`src/rtl/mod6_wrap_timer_pkg.sv`:
```
// Shared types and constants for the mod-6 wrap timer.
// Latency: n/a (package only).
// Backpressure: n/a (package only).
package mod6_wrap_timer_pkg;

    // Width of the upstream counter output.
    localparam int CNT_W        = 4;
    // Terminal count of the upstream mod-6 counter (0..5).
    localparam int WRAP_MAX_DEF = 5;

    typedef enum logic [1:0] {
        ST_IDLE    = 2'd0,
        ST_ARMED   = 2'd1,
        ST_EXPIRED = 2'd2
    } state_t;

endpackage : mod6_wrap_timer_pkg

```
`src/rtl/mod6_wrap_timer_wrap_detect.sv`:
```
// Detects the WRAP_MAX->0 wrap of the upstream counter; optional sticky range error.
// Latency: o_wrap is combinational from i_cnt_q and the registered previous value; o_err is one cycle.
// Backpressure: none; samples i_cnt_q every cycle.
//
// Ports:
//   clk, reset_n : clock, asynchronous active-low reset
//   i_cnt_q      : upstream counter value
//   o_wrap       : high when previous sample was WRAP_MAX and current value is 0
//   o_err        : sticky flag, set when a sampled value exceeds WRAP_MAX
// Optional feature: MOD6_WRAP_TIMER_ERRCHK_EN compiles the range check; otherwise o_err is tied to 0.
module wrap_detect
    import mod6_wrap_timer_pkg::*;
#(
    parameter int WRAP_MAX = WRAP_MAX_DEF
) (
    input  logic             clk,
    input  logic             reset_n,
    input  logic [CNT_W-1:0] i_cnt_q,
    output logic             o_wrap,
    output logic             o_err
);

    localparam logic [CNT_W-1:0] LP_MAX = CNT_W'(WRAP_MAX);

    logic [CNT_W-1:0] r_prev_q;

    // Zero reset value keeps o_wrap low until a real WRAP_MAX sample has been captured.
    always_ff @(posedge clk or negedge reset_n) begin
        if (!reset_n) begin
            r_prev_q <= '0;
        end else begin
            r_prev_q <= i_cnt_q;
        end
    end

    assign o_wrap = (r_prev_q == LP_MAX) && (i_cnt_q == '0);

`ifdef MOD6_WRAP_TIMER_ERRCHK_EN
    logic r_err;

    // Sticky until reset; observation only, never feeds the FSM.
    always_ff @(posedge clk or negedge reset_n) begin
        if (!reset_n) begin
            r_err <= 1'b0;
        end else begin
            r_err <= r_err | (i_cnt_q > LP_MAX);
        end
    end

    assign o_err = r_err;
`else
    assign o_err = 1'b0;
`endif

endmodule : wrap_detect

```
`src/rtl/mod6_wrap_timer.sv`:
```
// Programmable delay: counts upstream counter wraps after i_start and raises o_expire.
// Latency: o_busy one cycle after i_start; o_expire from the edge sampling the Nth wrap (or one cycle after i_start when delay=0).
// Backpressure: o_expire is a level held until i_ack; i_start is ignored while expired.
//
// Ports:
//   clk, reset_n : clock, asynchronous active-low reset
//   i_cnt_q      : upstream counter value
//   i_start      : single-cycle arm request, samples i_delay
//   i_delay      : number of wraps to wait
//   i_ack        : acknowledge of o_expire
//   o_busy       : counting wraps (ARMED)
//   o_expire     : delay elapsed (EXPIRED)
//   o_wraps      : wraps counted since arming
//   o_err        : sticky illegal-count flag (only with MOD6_WRAP_TIMER_ERRCHK_EN)
module mod6_wrap_timer
    import mod6_wrap_timer_pkg::*;
#(
    parameter int WRAP_MAX = WRAP_MAX_DEF,
    parameter int DLY_W    = 8
) (
    input  logic             clk,
    input  logic             reset_n,
    input  logic [CNT_W-1:0] i_cnt_q,
    input  logic             i_start,
    input  logic [DLY_W-1:0] i_delay,
    input  logic             i_ack,
    output logic             o_busy,
    output logic             o_expire,
    output logic [DLY_W-1:0] o_wraps,
    output logic             o_err
);

    state_t           r_state;
    state_t           w_state_d;
    logic [DLY_W-1:0] r_target;
    logic [DLY_W-1:0] w_target_d;
    logic [DLY_W-1:0] r_wraps;
    logic [DLY_W-1:0] w_wraps_d;
    logic [DLY_W-1:0] w_wraps_inc;
    logic             w_wrap;

    wrap_detect #(
        .WRAP_MAX (WRAP_MAX)
    ) u_wrap_detect (
        .clk     (clk),
        .reset_n (reset_n),
        .i_cnt_q (i_cnt_q),
        .o_wrap  (w_wrap),
        .o_err   (o_err)
    );

    always_ff @(posedge clk or negedge reset_n) begin
        if (!reset_n) begin
            r_state  <= ST_IDLE;
            r_target <= '0;
            r_wraps  <= '0;
        end else begin
            r_state  <= w_state_d;
            r_target <= w_target_d;
            r_wraps  <= w_wraps_d;
        end
    end

    assign w_wraps_inc = r_wraps + DLY_W'(1);

    always_comb begin
        w_state_d  = r_state;
        w_target_d = r_target;
        w_wraps_d  = r_wraps;
        unique case (r_state)
            ST_IDLE: begin
                // A wrap coincident with the accepted start is not counted.
                if (i_start) begin
                    w_target_d = i_delay;
                    w_wraps_d  = '0;
                    w_state_d  = (i_delay == '0) ? ST_EXPIRED : ST_ARMED;
                end
            end
            ST_ARMED: begin
                // Restart takes priority over a same-cycle wrap.
                if (i_start) begin
                    w_target_d = i_delay;
                    w_wraps_d  = '0;
                end else if (w_wrap) begin
                    w_wraps_d = w_wraps_inc;
                    if (w_wraps_inc == r_target) begin
                        w_state_d = ST_EXPIRED;
                    end
                end
            end
            ST_EXPIRED: begin
                // o_wraps keeps its final value; i_start is dropped here.
                if (i_ack) begin
                    w_state_d = ST_IDLE;
                end
            end
            default: begin
                w_state_d = ST_IDLE;
            end
        endcase
    end

    assign o_busy   = (r_state == ST_ARMED);
    assign o_expire = (r_state == ST_EXPIRED);
    assign o_wraps  = r_wraps;

endmodule : mod6_wrap_timer

```
`config.mk`:
```
export PLATFORM = sky130hd
export DESIGN_NAME = mod6_wrap_timer
export DESIGN_NICKNAME = d
export VERILOG_FILES = /design/src/rtl/mod6_wrap_timer_pkg.sv /design/src/rtl/mod6_wrap_timer_wrap_detect.sv /design/src/rtl/mod6_wrap_timer.sv
export SDC_FILE = /design/constraint.sdc
export NUM_CORES = 1
export LEC_CHECK = 0
export ABC_AREA = 0
export CAP_MARGIN = 20
export CORE_MARGIN = 5
export CORE_UTILIZATION = 30
export DETAILED_ROUTE_END_ITERATION = 10
export GPL_TIMING_DRIVEN = 1
export PLACE_DENSITY = 0.53
export SYNTH_ARGS = -nofsm -noshare
export SYNTH_HDL_FRONTEND = slang
export SYNTH_SLANG_ARGS = --single-unit
```
`constraint.sdc`:
```
create_clock -name clk -period 1.6 [get_ports clk]
set_input_delay 0.24 -clock clk [delete_from_list [all_inputs] [get_ports clk]]
set_output_delay 0.24 -clock clk [all_outputs]
set_load 0.05 [all_outputs]
```
# Word level (Yosys, flattened, before mapping)
# Index checks and enable logic that the tools add are counted.
# Widths: inputs -> output; s select.
# totals
reg_bits	22
elab_cells	35
# classes
n_addsub	1
n_eq_ne	10
mux	11
reduce_logical	9
# ops
cell	count
$mux 8	3
$pmux 8 s2	1
$mux 2	6
$add 8x1->8 const B	1
$eq 8x8->1	1
$logic_not 8->1	1
$ne 2x2->1 const B	3
$pmux 2 s3	1
$reduce_and 5->1	1
$eq 4x3->1 const B	1
$logic_not 4->1	1
$ne 2x1->1 const B	2
$ne 3x2->1 const B	1
$reduce_and 3->1	1
$eq 2x1->1 const B	1
$eq 2x2->1 const B	1
$logic_not 2->1	1
$reduce_and 2->1	1
$reduce_bool 2->1	1
$reduce_or 2->1	1
$logic_and 1x1->1	1

# Longest topological paths before layout
# Gate-level depths: netlist of the first run.
# logic_depth
word_depth	6
ltp_mapped	6
ltp_nobuf	6

# Hierarchy
# Synthesis of the first run repeated with hierarchy kept, for this count alone.
# hier_totals
cells_unflattened	119
hier_area_um2	1189.9
# modules_own_cells
mod	instances	cells_per_inst	area_each_um2	seq_area_each_um2
mod6_wrap_timer	1	110	1056.0	450.4
wrap_detect	1	9	133.9	100.1

# Least setup slack after synthesis of the first run
# Ideal clock, no wire load.
# synth_path
kind	register -> register
startpoint	register r_wraps[0] (netlist: o_wraps[0])
endpoint	register r_state[0]
setup_time_ns	0.143
arrival_ns	1.961
required_time_ns	1.457
path_slack_ns	-0.504
path_stages_with_launch	6
n_path_buf	0
synth_period_minus_slack_ns	2.104
path_cell_list	dfrtp_1 -> ha_1 -> xor2_1 -> or4_1 -> a2111oi_2 -> o32ai_1
# synth_between
elab_chain_len	4
# synth_rtl
item	line_no	rtl
start, declared	mod6_wrap_timer.sv:37	logic [DLY_W-1:0] r_wraps;
start signal, assigned	mod6_wrap_timer.sv:60	r_wraps <= w_wraps_d;
$add 8x1->8	mod6_wrap_timer.sv:64	assign w_wraps_inc = r_wraps + DLY_W'(1);
$eq 8x8->1	mod6_wrap_timer.sv:86	if (w_wraps_inc == r_target) begin
$ne 2x1->1 (no line)	--	
$reduce_and 5->1 (no line)	--	
end signal, assigned	mod6_wrap_timer.sv:58	r_state <= w_state_d;
end, declared	mod6_wrap_timer.sv:33	state_t r_state;
# No other way between the ends.
# A chain may end at the register's enable or synchronous reset.

# Worst setup path in the final report of the first run
# layout_path
startpoint	register u_wrap_detect.r_prev_q[1]
endpoint	register r_state[0]
# layout_between
elab_chain_len	4
# layout_rtl
item	line_no	rtl
start, declared	mod6_wrap_timer_wrap_detect.sv:25	logic [CNT_W-1:0] r_prev_q;
start signal, assigned	mod6_wrap_timer_wrap_detect.sv:32	r_prev_q <= i_cnt_q;
$eq 4x3->1	mod6_wrap_timer_wrap_detect.sv:36	assign o_wrap = (r_prev_q == LP_MAX) && (i_cnt_q == '0);
$logic_and 1x1->1	mod6_wrap_timer_wrap_detect.sv:36	
$ne 2x1->1 (no line)	--	
$reduce_and 5->1 (no line)	--	
# No other way between the ends.

==> results of run 1 <==
## power groups by stage
stage | Clock, mW | Sequential (mW) | Combinational (mW)
2_1_floorplan | 0 | 0.605 | 0.0715
3_3_place_gp | 0 | 0.609 | 0.148
3_5_place_dp | 0 | 0.611 | 0.151
4_1_cts | 0.422 | 0.599 | 0.154
5_1_grt | 0.440 | 0.602 | 0.172
6_report | 0.404 | 0.599 | 0.155
## placed cells by master, fill, tap and decap left out, drive strengths merged, types with 2 or more instances in the layout
| cell | Yosys | final |
|---|---|---|
| buf | 1 | 31 |
| clkbuf | 2 | 4 |
| clkdlybuf4s50 | 0 | 12 |
| dfrtp | 22 | 22 |
| dlygate4sd2 | 0 | 3 |
| inv | 3 | 2 |
| mux2 | 8 | 8 |
| nand2 | 5 | 5 |
| nand2b | 2 | 2 |
| nand3 | 4 | 4 |
| nand4 | 2 | 2 |
| nor2 | 8 | 8 |
| nor2b | 3 | 3 |
| nor3 | 2 | 2 |
| o21ai | 11 | 11 |
| o31ai | 3 | 3 |
| or4 | 3 | 3 |
| xnor2 | 8 | 8 |
| xor2 | 3 | 3 |
## path summary, 6_finish.rpt
path | slack (ps) | to | startpoint | depth (start not counted)
max in group asynchronous | 1040 | o_wraps[3]$_DFFE_PN0P_ | reset_n | 2
worst min-delay path | 270 | u_wrap_detect.r_prev_q[3]$_DFF_PN0_ | i_cnt_q[3] | 1
worst min register to register | 540 | r_target[4]$_DFFE_PN0P_ | r_target[4]$_DFFE_PN0P_ | 1
worst max register to register | -180 | r_state[0]$_DFFE_PN0P_ | u_wrap_detect.r_prev_q[1]$_DFF_PN0_ | 5
min in group asynchronous | 310 | o_wraps[7]$_DFFE_PN0P_ | reset_n | 2
worst max-delay path | -180 | r_state[0]$_DFFE_PN0P_ | u_wrap_detect.r_prev_q[1]$_DFF_PN0_ | 5
## repair_timing
action                                  CTS  global route
setup buffers                             1             1
resized for setup                         7             6
endpoints found under the setup margin    9             8
pin swaps                                 7             4
## sequential cells by signal, indices dropped and copies added, names as in the netlist
name	count
r_target	8
u_wrap_detect.r_prev_q	4
r_state	2
o_wraps	8
## metal layers
| metal | up-vias | routed length, um |
|---|---|---|
| met5 | - | 0 |
| met4 | 0 | 55 |
| met3 | 5 | 126 |
| met2 | 20 | 1316 |
| met1 | 464 | 1227 |
| li1 | 477 | - |
## metrics by stage
| step | std cells | total power, mW | setup TNS, ps |
|---|---|---|---|
| 2_1_floorplan | 106 | 0.6768 | -524.2 |
| 3_3_place_gp | 195 | 0.7561 | -3451 |
| 3_5_place_dp | 195 | 0.7615 | -3760 |
| 4_1_cts | 200 | 1.175 | -484.5 |
| 5_1_grt | 201 | 1.214 | -463.2 |
| 6_report | 201 | 1.158 | -308.4 |
## kinds of logic after synthesis
| family | share of synthesized area (%) |
|---|---|
| other cells | 0.3308 |
| mux | 7.947 |
| compound gates | 12.36 |
| flops | 48.57 |
| buf+inv | 2.318 |
| xor+xnor | 8.500 |
| fa+ha+maj | 1.104 |
| simple gates | 18.87 |
## final cells by class
| class | count | area, um2 | area share (%) |
|---|---|---|---|
| sequential | 22 | 555.5 | 31.38 |
| inverter | 3 | 15.01 | 0.8481 |
| multi-input combinational | 78 | 618.1 | 34.91 |
| clock buffer | 4 | 55.05 | 3.110 |
| tap | 48 | 60.06 | 3.392 |
| timing repair buffer | 46 | 466.7 | 26.36 |
## worst max-delay path, cell delays in order (launching register included)
cell	delay, ps
dfrtp_1	360
and4bb_2	320
nand2_2	60
or4_4	530
a2111oi_4	240
o32ai_2	130
==> impl_metrics.tcl, run 1 <==
set metrics [dict create \
    wl_per_cell_um 13.56 \
    grt_use_met1_pct 15.05 \
    antenna_found_initial 0 \
    ir_worst_vdd_mv 0.4228 \
    crit_path_start_kind "flip-flop" \
    grt_pass1_wl_mm 4.747 \
    cap_violations 0 \
    tritoncts "built" \
    core_um2 3661 \
    synth_edf_count 0 \
    violations "negative setup slack" \
    post-place-ws_ps -623.8 \
    first_iter_violations 32 \
    first_pass_iters 6 \
    avgSynthCellArea_um2 10.69 \
    combPwrFrac_pct 13.4 \
    fmax_mhz 563.1 \
    async_flop_share_pct 100.0 \
    num_rows 22 \
    synth_nets 123 \
    num-nets-final 171 \
    synth_top_cell_area_share_pct 48.57 \
    final.setup_skew_ps 1.564 \
    synthTopCellsByArea "dfrtp_1 (49%), mux2_2 (7.9%), xnor2_1 (6.2%), o21ai_0 (4.9%), nor2_1 (2.6%)" \
    gr-total-overflow 0 \
    ys_ff_latch 22 \
    timing.hold.ws_ps 271.8 \
    rsz0062_at_grt "true" \
    busiest_layer "met2" \
    setup_viol 2 \
    setup.worst_path.end_class "flip-flop" \
    ant_nets 0 \
    grt_max_degree 23 \
    grt_usage_pct 11.88 \
    numClockSinks 22 \
    insertion_delay_ps 270 \
    synth_cells 106 \
    yosysMostFrequentCell "dfrtp_1" \
    outcome "finished, violations left" \
    netSwitchingPower_mw 0.2681 \
    critPathKind "reg2reg" \
    fill_cells 355 \
    vias 966 \
    post_dp_cell_area_um2 1663 \
    finalHoldViolations 0 \
    wirelength_mm 2.725 \
    synth_cell_types 33 \
    p_int_mw 0.8898 \
    cts_hold_buf 0 \
    clock_path_buffers 2 \
    fin_crit_sh_pct 111.0 \
    synth.yosys.warnings 0 \
    first_global_vias 1033 \
    swShare_pct 23.15 \
    gr-usage-met2_pct 18.47 \
    synth_common_cells "dfrtp_1 (22), o21ai_0 (11), mux2_2 (8), nor2_1 (8), xnor2_1 (8)" \
    area_growth_pct 56.18 \
    synth_ff_type "dfrtp_1" \
    drc 0 \
    min_period_ps 1776 \
    stdcell_area_um2 1770 \
    dieWidth_um 71.47 \
    syn_area_um2 1134 \
    post-route-util_pct 48.36 \
    synth_area_leader_cell "dfrtp_1" \
    root_buffer "clkbuf_8" \
    clkPwrFrac_pct 34.9 \
    port_buffers 25 \
    dieArea_um2 5108 \
    hold_class "in2reg" \
    clkTransAtPathRegs_ps 80 \
    hpwl_mm 2.136 \
    p_leak_nw 0.7156 \
    arrival_ps 1920 \
    htree_levels 1 \
    io_pins 27 \
    diodes 0 \
    crit_path_max_fanout 2 \
    power_density_nw_per_um2 654.0 \
    cts_buffers 3 \
    dieHeight_um 71.47 \
    grtUsageMet3_pct 3.506 \
    worst_ep_required_time_ps 1740 \
    drive_gt1_share_pct 38.56 \
    globalplace.congestion 0.8385 \
    yosysSeqAreaShare_pct 48.57 \
    drv_slew 0 \
    worst_slack_ps -175.9 \
    seqPwrFrac_pct 51.7 \
    viasPerCell 4.806 \
    start_util_pct 30.96 \
]
Note: power is estimated with default switching activity, not from simulation.
==> inputs of run 2 (changes only) <==
- SLEW_MARGIN: unset -> 10
==> results of run 2 <==
No change in the layout: final DEF, timing and power equal those of run 1.
==> inputs of run 3 (changes only) <==
- RECOVER_POWER: unset -> 25
==> run 3 against run 2 <==
Effect of this change: the flow still finishes with violations (negative setup slack); die area is the same; final cell count is the same; fmax is essentially flat; register-to-register slack is essentially flat; sequential share of layout area is essentially flat; critical path depth is the same; first-iteration DRC count is the same; global-route usage is the same; routed wire length grew 0.18%; clock power is essentially flat.
==> impl_metrics.tcl, run 3 (synthesis gave the netlist of run 1 again) <==
set metrics [dict create \
    insertion_delay_ps 270 \
    grtUsageMet3_pct 3.506 \
    vias 963 \
    drive_gt1_share_pct 38.56 \
    arrival_ps 1920 \
    netSwitchingPower_mw 0.2684 \
    layout_common_cells "buf_4 (23), dfrtp_1 (18), clkdlybuf4s50_1 (11)" \
    stdcell_area_um2 1768 \
    first_iter_violations 32 \
    num_rows 22 \
    worst_ep_required_time_ps 1740 \
    dieWidth_um 71.47 \
    hold_class "in2reg" \
    final.setup_skew_ps 1.372 \
    fin_crit_sh_pct 111.0 \
    ant_nets 0 \
    grt_usage_pct 11.88 \
    cap_violations 0 \
    finalHoldViolations 0 \
    worstMarginPinSlew_ps 554.2 \
    cts_buffers 3 \
    io_pins 27 \
    crit_path_max_fanout 2 \
    r2r_setup_slack_ps -180 \
    rsz0062_at_grt "true" \
    hold_path_end "u_wrap_detect.r_prev_q[3]$_DFF_PN0_" \
    post_dp_cell_area_um2 1663 \
    htree_levels 1 \
    p_leak_nw 0.7152 \
    gr-total-overflow 0 \
    final_common_cell "buf_4" \
    tritoncts "built" \
    busiest_layer "met2" \
    core_um2 3661 \
    timing.hold.ws_ps 271.7 \
    grt_pass1_wl_mm 4.747 \
    start_util_pct 30.96 \
    crit_start "u_wrap_detect.r_prev_q[1]$_DFF_PN0_" \
    clkPwrFrac_pct 35.0 \
    r2r_start "u_wrap_detect.r_prev_q[1]$_DFF_PN0_" \
    numClockSinks 22 \
    viasPerCell 4.791 \
    fmax_mhz 563.1 \
    clkTransAtPathRegs_ps 80 \
    swShare_pct 23.20 \
    wl_per_cell_um 13.58 \
    num-nets-final 171 \
    root_buffer "clkbuf_8" \
    gr-usage-met2_pct 18.47 \
    seqPwrFrac_pct 51.7 \
    worstRegToRegCells 5 \
    grt_max_degree 23 \
    area_growth_pct 55.96 \
    wirelength_mm 2.730 \
    diodes 0 \
    combPwrFrac_pct 13.3 \
    port_buffers 25 \
    power_density_nw_per_um2 654.4 \
    fill_cells 355 \
    worstHoldPathCells 1 \
    drv_slew 0 \
    hpwl_mm 2.136 \
    drc 0 \
    clock_path_buffers 2 \
    dieArea_um2 5108 \
    hp-start "i_cnt_q[3]" \
    dieHeight_um 71.47 \
    setup.worst_path.end_class "flip-flop" \
    r2r_end "r_state[0]$_DFFE_PN0P_" \
    first_pass_iters 4 \
    cts_hold_buf 0 \
    antenna_found_initial 0 \
    min_period_ps 1776 \
    p_int_mw 0.8885 \
    outcome "finished, violations left" \
    grt_use_met1_pct 15.05 \
    first_global_vias 1033 \
    violations "negative setup slack" \
    setup_viol 2 \
    crit_path_start_kind "flip-flop" \
    ir_worst_vdd_mv 0.4230 \
    worst_slack_ps -175.9 \
    critPathKind "reg2reg" \
    slew-limit-headroom_pct 63.05 \
    power_mw 1.157 \
    globalplace.congestion 0.8385 \
]
## run 3: per-layer routing
metal	share of wire [%]	vias to the layer above
li1	-	477
met1	46	464
met2	48	17
met3	4.1	5
met4	2.0	0
met5	0	-
## run 3: worst max-delay path by stage
stage / cells after the start / end / slack [ps]
2_1_floorplan: 5 / r_state[0]$_DFFE_PN0P_ / -290
3_3_place_gp: 6 / r_state[0]$_DFFE_PN0P_ / -590
3_5_place_dp: 6 / r_state[0]$_DFFE_PN0P_ / -620
4_1_cts: 5 / r_state[0]$_DFFE_PN0P_ / -260
5_1_grt: 5 / r_state[0]$_DFFE_PN0P_ / -250
6_report: 5 / r_state[0]$_DFFE_PN0P_ / -180
## run 3: area by class of cell
type / instances / area, um2 / area share [%]
clock buffers: 4 / 55.05 / 3.114
inverters: 3 / 15.01 / 0.8493
well taps: 48 / 60.06 / 3.397
repair buffers: 46 / 464.2 / 26.26
flip-flops and latches: 22 / 555.5 / 31.42
multi-input cells: 78 / 618.1 / 34.96
## run 3: repair_timing
item,in CTS,in global routing
gates resized for setup,7,6
setup buffers,1,1
pin swaps,7,4
endpoints found under the hold margin,0,0
setup endpoints to repair,9,8
## run 3: per-stage QoR
| step | util (%) | worst slack [ps] | TNS [ps] | cells |
|---|---|---|---|---|
| CTS | 47.74 | -257.1 | -484.5 | 200 |
| global placement | 45.42 | -589.4 | -3451 | 195 |
| detailed placement | 45.42 | -623.8 | -3760 | 195 |
| global route | 48.29 | -246.0 | -463.2 | 201 |
| floorplan | - | -291.3 | -524.2 | 106 |
| finish | 48.29 | -175.9 | -308.4 | 201 |
## run 3: critical path, stage by stage (launching register included)
cell       delay (ps)
dfrtp_1           360
and4bb_2          320
nand2_2            60
or4_4             530
a2111oi_4         240
o32ai_2           130
## run 3: power by group through the flow
stage,clock [mW],combinational [mW],sequential [mW]
after floorplan,0,0.0715,0.605
after global placement,0,0.148,0.609
after detailed placement,0,0.151,0.611
after CTS,0.422,0.154,0.599
after global routing,0.440,0.170,0.602
final,0.404,0.154,0.599
